File: src/rtl/fifo_wptr_full.sv
// Write-side control of the asynchronous FIFO: read-pointer synchroniser, write pointers,
// full / almost-full / level generation and a sticky overflow flag, all in the wclk domain.
module fifo_wptr_full #(
   parameter int unsigned depth     = 8,
   parameter int unsigned ptr_width = 3,
   parameter int unsigned af_thresh = 6
) (
   input  logic                 wclk,
   input  logic                 wrst_n,
   input  logic                 w_en,
   input  logic                 ovf_clr,
   input  logic [ptr_width:0]   g_rptr_async,
   output logic [ptr_width:0]   b_wptr,
   output logic [ptr_width:0]   g_wptr,
   output logic                 full,
   output logic                 almost_full,
   output logic [ptr_width:0]   wr_level,
   output logic                 overflow
);

   localparam logic [ptr_width:0] af_thresh_w = af_thresh[ptr_width:0];

   logic [ptr_width:0] sync1_q;
   logic [ptr_width:0] sync2_q;
   logic [ptr_width:0] b_rptr_sync;
   logic [ptr_width:0] b_next;
   logic [ptr_width:0] g_next;
   logic [ptr_width:0] lvl_next;
   logic [ptr_width:0] g_full_match;
   logic               wr_go;
   logic               full_d;
   logic               almost_full_d;
   logic               overflow_d;

   // Gray-to-binary: bit i is the XOR of all Gray bits from the MSB down to i.
   always_comb begin
      b_rptr_sync = '0;
      for (int i = 0; i <= int'(ptr_width); i++) begin
         b_rptr_sync[i] = ^(sync2_q >> i);
      end
   end

   always_comb begin
      wr_go         = w_en & ~full;
      b_next        = b_wptr + {{ptr_width{1'b0}}, wr_go};
      g_next        = b_next ^ (b_next >> 1);
      // Write pointer one full lap ahead of the read pointer, expressed in Gray code.
      g_full_match  = {~sync2_q[ptr_width:ptr_width-1], sync2_q[ptr_width-2:0]};
      full_d        = (g_next == g_full_match);
      lvl_next      = b_next - b_rptr_sync;
      almost_full_d = (lvl_next >= af_thresh_w);
      overflow_d    = overflow;
      if (w_en && full) begin
         overflow_d = 1'b1;
      end else if (ovf_clr) begin
         overflow_d = 1'b0;
      end
   end

   always_ff @(posedge wclk or negedge wrst_n) begin
      if (!wrst_n) begin
         sync1_q     <= '0;
         sync2_q     <= '0;
         b_wptr      <= '0;
         g_wptr      <= '0;
         full        <= 1'b0;
         almost_full <= 1'b0;
         wr_level    <= '0;
         overflow    <= 1'b0;
      end else begin
         sync1_q     <= g_rptr_async;
         sync2_q     <= sync1_q;
         b_wptr      <= b_next;
         g_wptr      <= g_next;
         full        <= full_d;
         almost_full <= almost_full_d;
         wr_level    <= lvl_next;
         overflow    <= overflow_d;
      end
   end

endmodule

File: config.mk
export PLATFORM = sky130hd
export DESIGN_NAME = fifo_wptr_full
export DESIGN_NICKNAME = d
export VERILOG_FILES = /design/src/rtl/fifo_wptr_full.sv
export SDC_FILE = /design/constraint.sdc
export NUM_CORES = 1
export LEC_CHECK = 0
export CORE_MARGIN = 1.5
export CORE_UTILIZATION = 37
export CTS_BUF_LIST = sky130_fd_sc_hd__clkbuf_4 sky130_fd_sc_hd__clkbuf_8 sky130_fd_sc_hd__clkbuf_16
export DETAILED_ROUTE_END_ITERATION = 8
export GPL_TIMING_DRIVEN = 0
export HOLD_SLACK_MARGIN = 0.02
export PLACE_DENSITY = 0.6
export SLEW_MARGIN = 20
export SYNTH_ARGS = -nofsm -noshare
export SYNTH_HDL_FRONTEND = slang
export SYNTH_SLANG_ARGS = --single-unit
File: constraint.sdc
create_clock -name wclk -period 4.4 [get_ports wclk]
set_input_delay 0.66 -clock wclk [delete_from_list [all_inputs] [get_ports wclk]]
set_output_delay 0.66 -clock wclk [all_outputs]
set_load 0.005 [all_outputs]
Yosys cells after proc, flatten, opt, wreduce, memory -nomap -nowiden
Index checks and enable logic that the tools add are counted.
{"block": "classes", "n_addsub": 2, "order_cmp": 1, "n_eq_ne": 1, "n_mux": 2, "bitwise": 4, "n_reduce_logical": 6}
{"operator": "4-bit parity", "n": 4}
{"operator": "4-bit by 1-bit adder with 4-bit output", "n": 1}
{"operator": "4-bit == test", "n": 1}
{"operator": "4-bit by 3-bit greater-or-equal comparator with 1-bit output, second input constant", "n": 1}
{"operator": "4-bit subtractor", "n": 1}
{"operator": "4-bit by 3-bit XOR with 4-bit output", "n": 1}
{"operator": "1-bit 2-to-1 mux", "n": 2}
{"operator": "2-bit NOT", "n": 1}
{"operator": "2-bit nonzero test", "n": 1}
{"operator": "1-bit bitwise AND", "n": 1}
{"operator": "1-bit logical AND", "n": 1}
{"operator": "1-bit NOT", "n": 1}
{"block": "totals", "register_bits": 23}

Logic depth before layout (Yosys ltp)
{"block": "logic_depth", "depth_word": 5, "ltp_mapped": 10, "ltp_nobuf": 10}

Least setup slack after synthesis
Ideal clock, no wire load.
{"block": "synth_path", "path_kind": "input to register", "start": "input w_en", "end": "register almost_full", "setup_time_ns": 0.118, "arrival_ns": 2.467, "t_required_ns": 4.282, "path_slack_ns": 1.815, "path_stages": 10, "path_buffers": 0, "cell_sequence": "nor2b_1 > ha_1 > ha_1 > xnor2_2 > inv_1 > ha_1 > nand2_1 > o21ai_0 > xor3_1 > a21o_1"}
{"block": "synth_via", "elab_chain_cells": 4}
{"item": "start, declared", "line": "10", "rtl": "input logic w_en,"}
{"item": "1-bit bitwise AND", "line": "44", "rtl": "wr_go = w_en & ~full;"}
{"item": "4-bit by 1-bit adder with 4-bit output", "line": "45", "rtl": "b_next = b_wptr + {{ptr_width{1'b0}}, wr_go};"}
{"item": "net b_next[2]", "line": "26", "rtl": "logic [ptr_width:0] b_next;"}
{"item": "4-bit subtractor", "line": "50", "rtl": "lvl_next = b_next - b_rptr_sync;"}
{"item": "net lvl_next[3]", "line": "28", "rtl": "logic [ptr_width:0] lvl_next;"}
{"item": "4-bit by 3-bit greater-or-equal comparator with 1-bit output", "line": "51", "rtl": "almost_full_d = (lvl_next >= af_thresh_w);"}
{"item": "net almost_full_d", "line": "32", "rtl": "logic almost_full_d;"}
{"item": "end signal, assigned", "line": "76", "rtl": "almost_full <= almost_full_d;"}
{"item": "end, declared", "line": "16", "rtl": "output logic almost_full,"}
The timed path passes the listed nets, and every way through them passes these cells.
A chain may end at the register's enable or synchronous reset.

Worst setup path in the final report
Same ends and word-level chain as after synthesis.

==> results.tsv <==
metric	value	unit
initial drt markers	5	
RSZ-0062 raised after global routing	no	
Arr. time, crit path	3.08	ns
vias in the first global route	574	
largest net degree at the start of global routing	23	
# IOs	23	
placed inst area	1134	um2
CTS Hold Bufs	0	
Die X	51.72	um
IO Port Bufs	22	
Multi-input gate area	290.3	um2
CTS H-Tree Depth	1	
slowest stage delay, CP	0.42	ns
Total GRT Usage	12.53	%
synthesized area	878.3	um2
TritonCTS buffer count	3	
routed vias/inst	4.547	
Hold Crit Class	register to register	
Pins Over Slew Limit	0	
dpl ws	1.182	ns
fillers	194	
Req. time, crit path	4.62	ns
grt ovf	0	
WP buf/inv	2	
Pwr Total	942.0	uW
Clock Latency Late Sink	0.31	ns
setup ws final	1.536	ns
Synth area leader	dfrtp_1	
CP startpoint kind	primary input	
CP cell instances	clkdlybuf4s50_1 > nor2b_1 > ha_1 > ha_1 > xnor2_2 > inv_1 > ha_1 > nand2_1 > o21ai_0 > xor3_1 > a21o_1	
die height	51.72	um
post-route cell area	1186	um2
syn_area_per_cell	13.94	um2
Detailed Place HPWL	952.6	um
Area contributors post-synth	dfrtp_1 (63%), ha_1 (7.1%), xnor2_1 (7.0%), xor2_1 (4.0%), inv_1 (3.4%)	
Slew HR	36.52	%
first-pass GRT wire length	2366	um
CTS resizes	0	
setup bufs post-CTS	0	
final wirelength	1260	um
setup TNS	0	ns
CP most frequent cell	ha_1	
Worst setup EP type	register	
vias post-DR	532	
Antenna Cells	0	
Critical Path Stages	11	
hold path start	sync1_q[0]$_DFF_PN0_	
clock sink count	22	
CTS tree	done	
Root Buffer	clkbuf_4	
MaxCap Viol Count	0	
critical path peak fanout	4	
crit path time final	2.864	ns
commonest cells after routing, fill and taps aside	dfrtp_1 (22), clkdlybuf4s50_1 (22), inv_1 (8), xnor2_1 (7), ha_1 (5)	
Leak	0.5409	nW
final hold vios	0	
WL/cell	10.77	um
count of final setup violators	0	
Starting Density	39.33	%
RR Endpoint	almost_full$_DFF_PN0_	
num rows	17	
status	complete, no violations	
Worst Tran Pin Value	0.9492	ns
Post-DRT Antenna Nets	0	
Pre-antenna DRT Iters	4	
area of the core	2233	um2
VDD IR max	0.3301	mV
Achievable Freq	349.2	MHz
worst reg2reg path depth	10	
worst reg2reg path startpoint	full$_DFF_PN0_	
Yosys reg bits	22	
gp weighted congestion	0.6937	
initial antenna violation count	0	
synth unique cells	17	
R2R Setup Slk	2.01	ns
Hold EP	sync2_q[0]$_DFF_PN0_	
Mapped Nets	77	
Synth Instances	63	
Synth top area share	62.68	%
clock skew	0.007734	ns
layout net count	104	
clock buffer depth	2	
slowest CP cell	clkdlybuf4s50_1	
Setup CP Type	primary input to register	
Seq. cell area	550.5	um2
share of cells above drive strength 1	6.742	%
crit share post-route	65.08	%
Hold Path Depth	0	
sequential fraction of the synthesis area	62.68	%
number of remaining DRC errors	0	
area grow syn2layout	35.04	%
Yosys warning total	0	
Die Area	2675	um2
PwrDens	794.2	nW/um2
Clk pin slew, worst setup/hold paths	0.13	ns
critical path's top delay family	adder cells	
[cells by family (layout without fill, tap and decap cells)]
kind of cell	Yosys count	after routing	synth area share, %
buffers and inverters	9	35	4.274
flip-flops	22	22	62.68
AO/OA/AOI/OAI	5	5	3.419
adder cells (fa/ha/maj)	6	6	9.402
XOR/XNOR	13	13	15.53
AND/OR/NAND/NOR	8	8	4.701
[flip-flops by register name, summed over array words and instances, names as in the netlist]
| register | cells |
|---|---|
| sync2_q | 4 |
| almost_full | 1 |
| overflow | 1 |
| sync1_q | 4 |
| full | 1 |
| wr_level | 4 |
| b_wptr | 4 |
| g_wptr | 3 |
[worst register-to-register path, cell delays in order, from the launching register on]
cell and delay (ns):
dfrtp_1 0.38, nor2b_1 0.06, ha_1 0.19, ha_1 0.21
xnor2_2 0.30, inv_1 0.15, ha_1 0.36, nand2_1 0.06
o21ai_0 0.16, xor3_1 0.26, a21o_1 0.16
[through the flow]
stage	hold slack (ns)	cells	utilization, %
2_1_floorplan	0.3312	63	-
3_3_place_gp	0.3313	113	50.76
3_5_place_dp	0.3356	113	50.76
4_1_cts	0.3655	117	53.11
5_1_grt	0.3782	117	53.11
6_report	0.3615	117	53.11
[where the power goes]
group / internal, mW / total (mW) / switching (mW)
sequential: 0.280 / 0.311 / 0.0311
combinational: 0.276 / 0.477 / 0.200
clock: 0.0921 / 0.154 / 0.0619
total: 0.649 / 0.942 / 0.293
[cell type report]
cell class	instances	share of cell area, %
multi-input cells	32	24.47
plain buffers	1	0.6329
well taps	28	2.954
flip-flops and latches	22	46.41
repair buffers	22	18.57
clock inverters	1	2.532
clock buffers	3	1.899
inverters	8	2.532
[cells in the mapped netlist]
cell type,instances
buf_4,1
xor3_1,1
nand2_1,2
xnor2_1,7
inv_1,8
a21oi_1,1
or3_1,2
a21o_1,1
a22oi_1,1
xor2_1,4
dfrtp_1,22
ha_1,5
xnor2_2,1
o21ai_0,2
nor2b_1,1
nand3_1,3
fa_1,1
[routing by layer]
layer,up-vias,GRT usage (%),part of all wire (%)
met5,-,0,0
li1,253,-,-
met2,20,21.37,50
met4,0,7.895,2.7
met3,5,3.448,5.9
met1,254,13.69,42
[how the worst max path moves through the flow]
stage	from	to
floorplan	w_en	almost_full$_DFF_PN0_
global placement	w_en	almost_full$_DFF_PN0_
detailed placement	w_en	almost_full$_DFF_PN0_
CTS	w_en	almost_full$_DFF_PN0_
global route	w_en	almost_full$_DFF_PN0_
finish	w_en	almost_full$_DFF_PN0_
(Power assumes the default switching activity.)
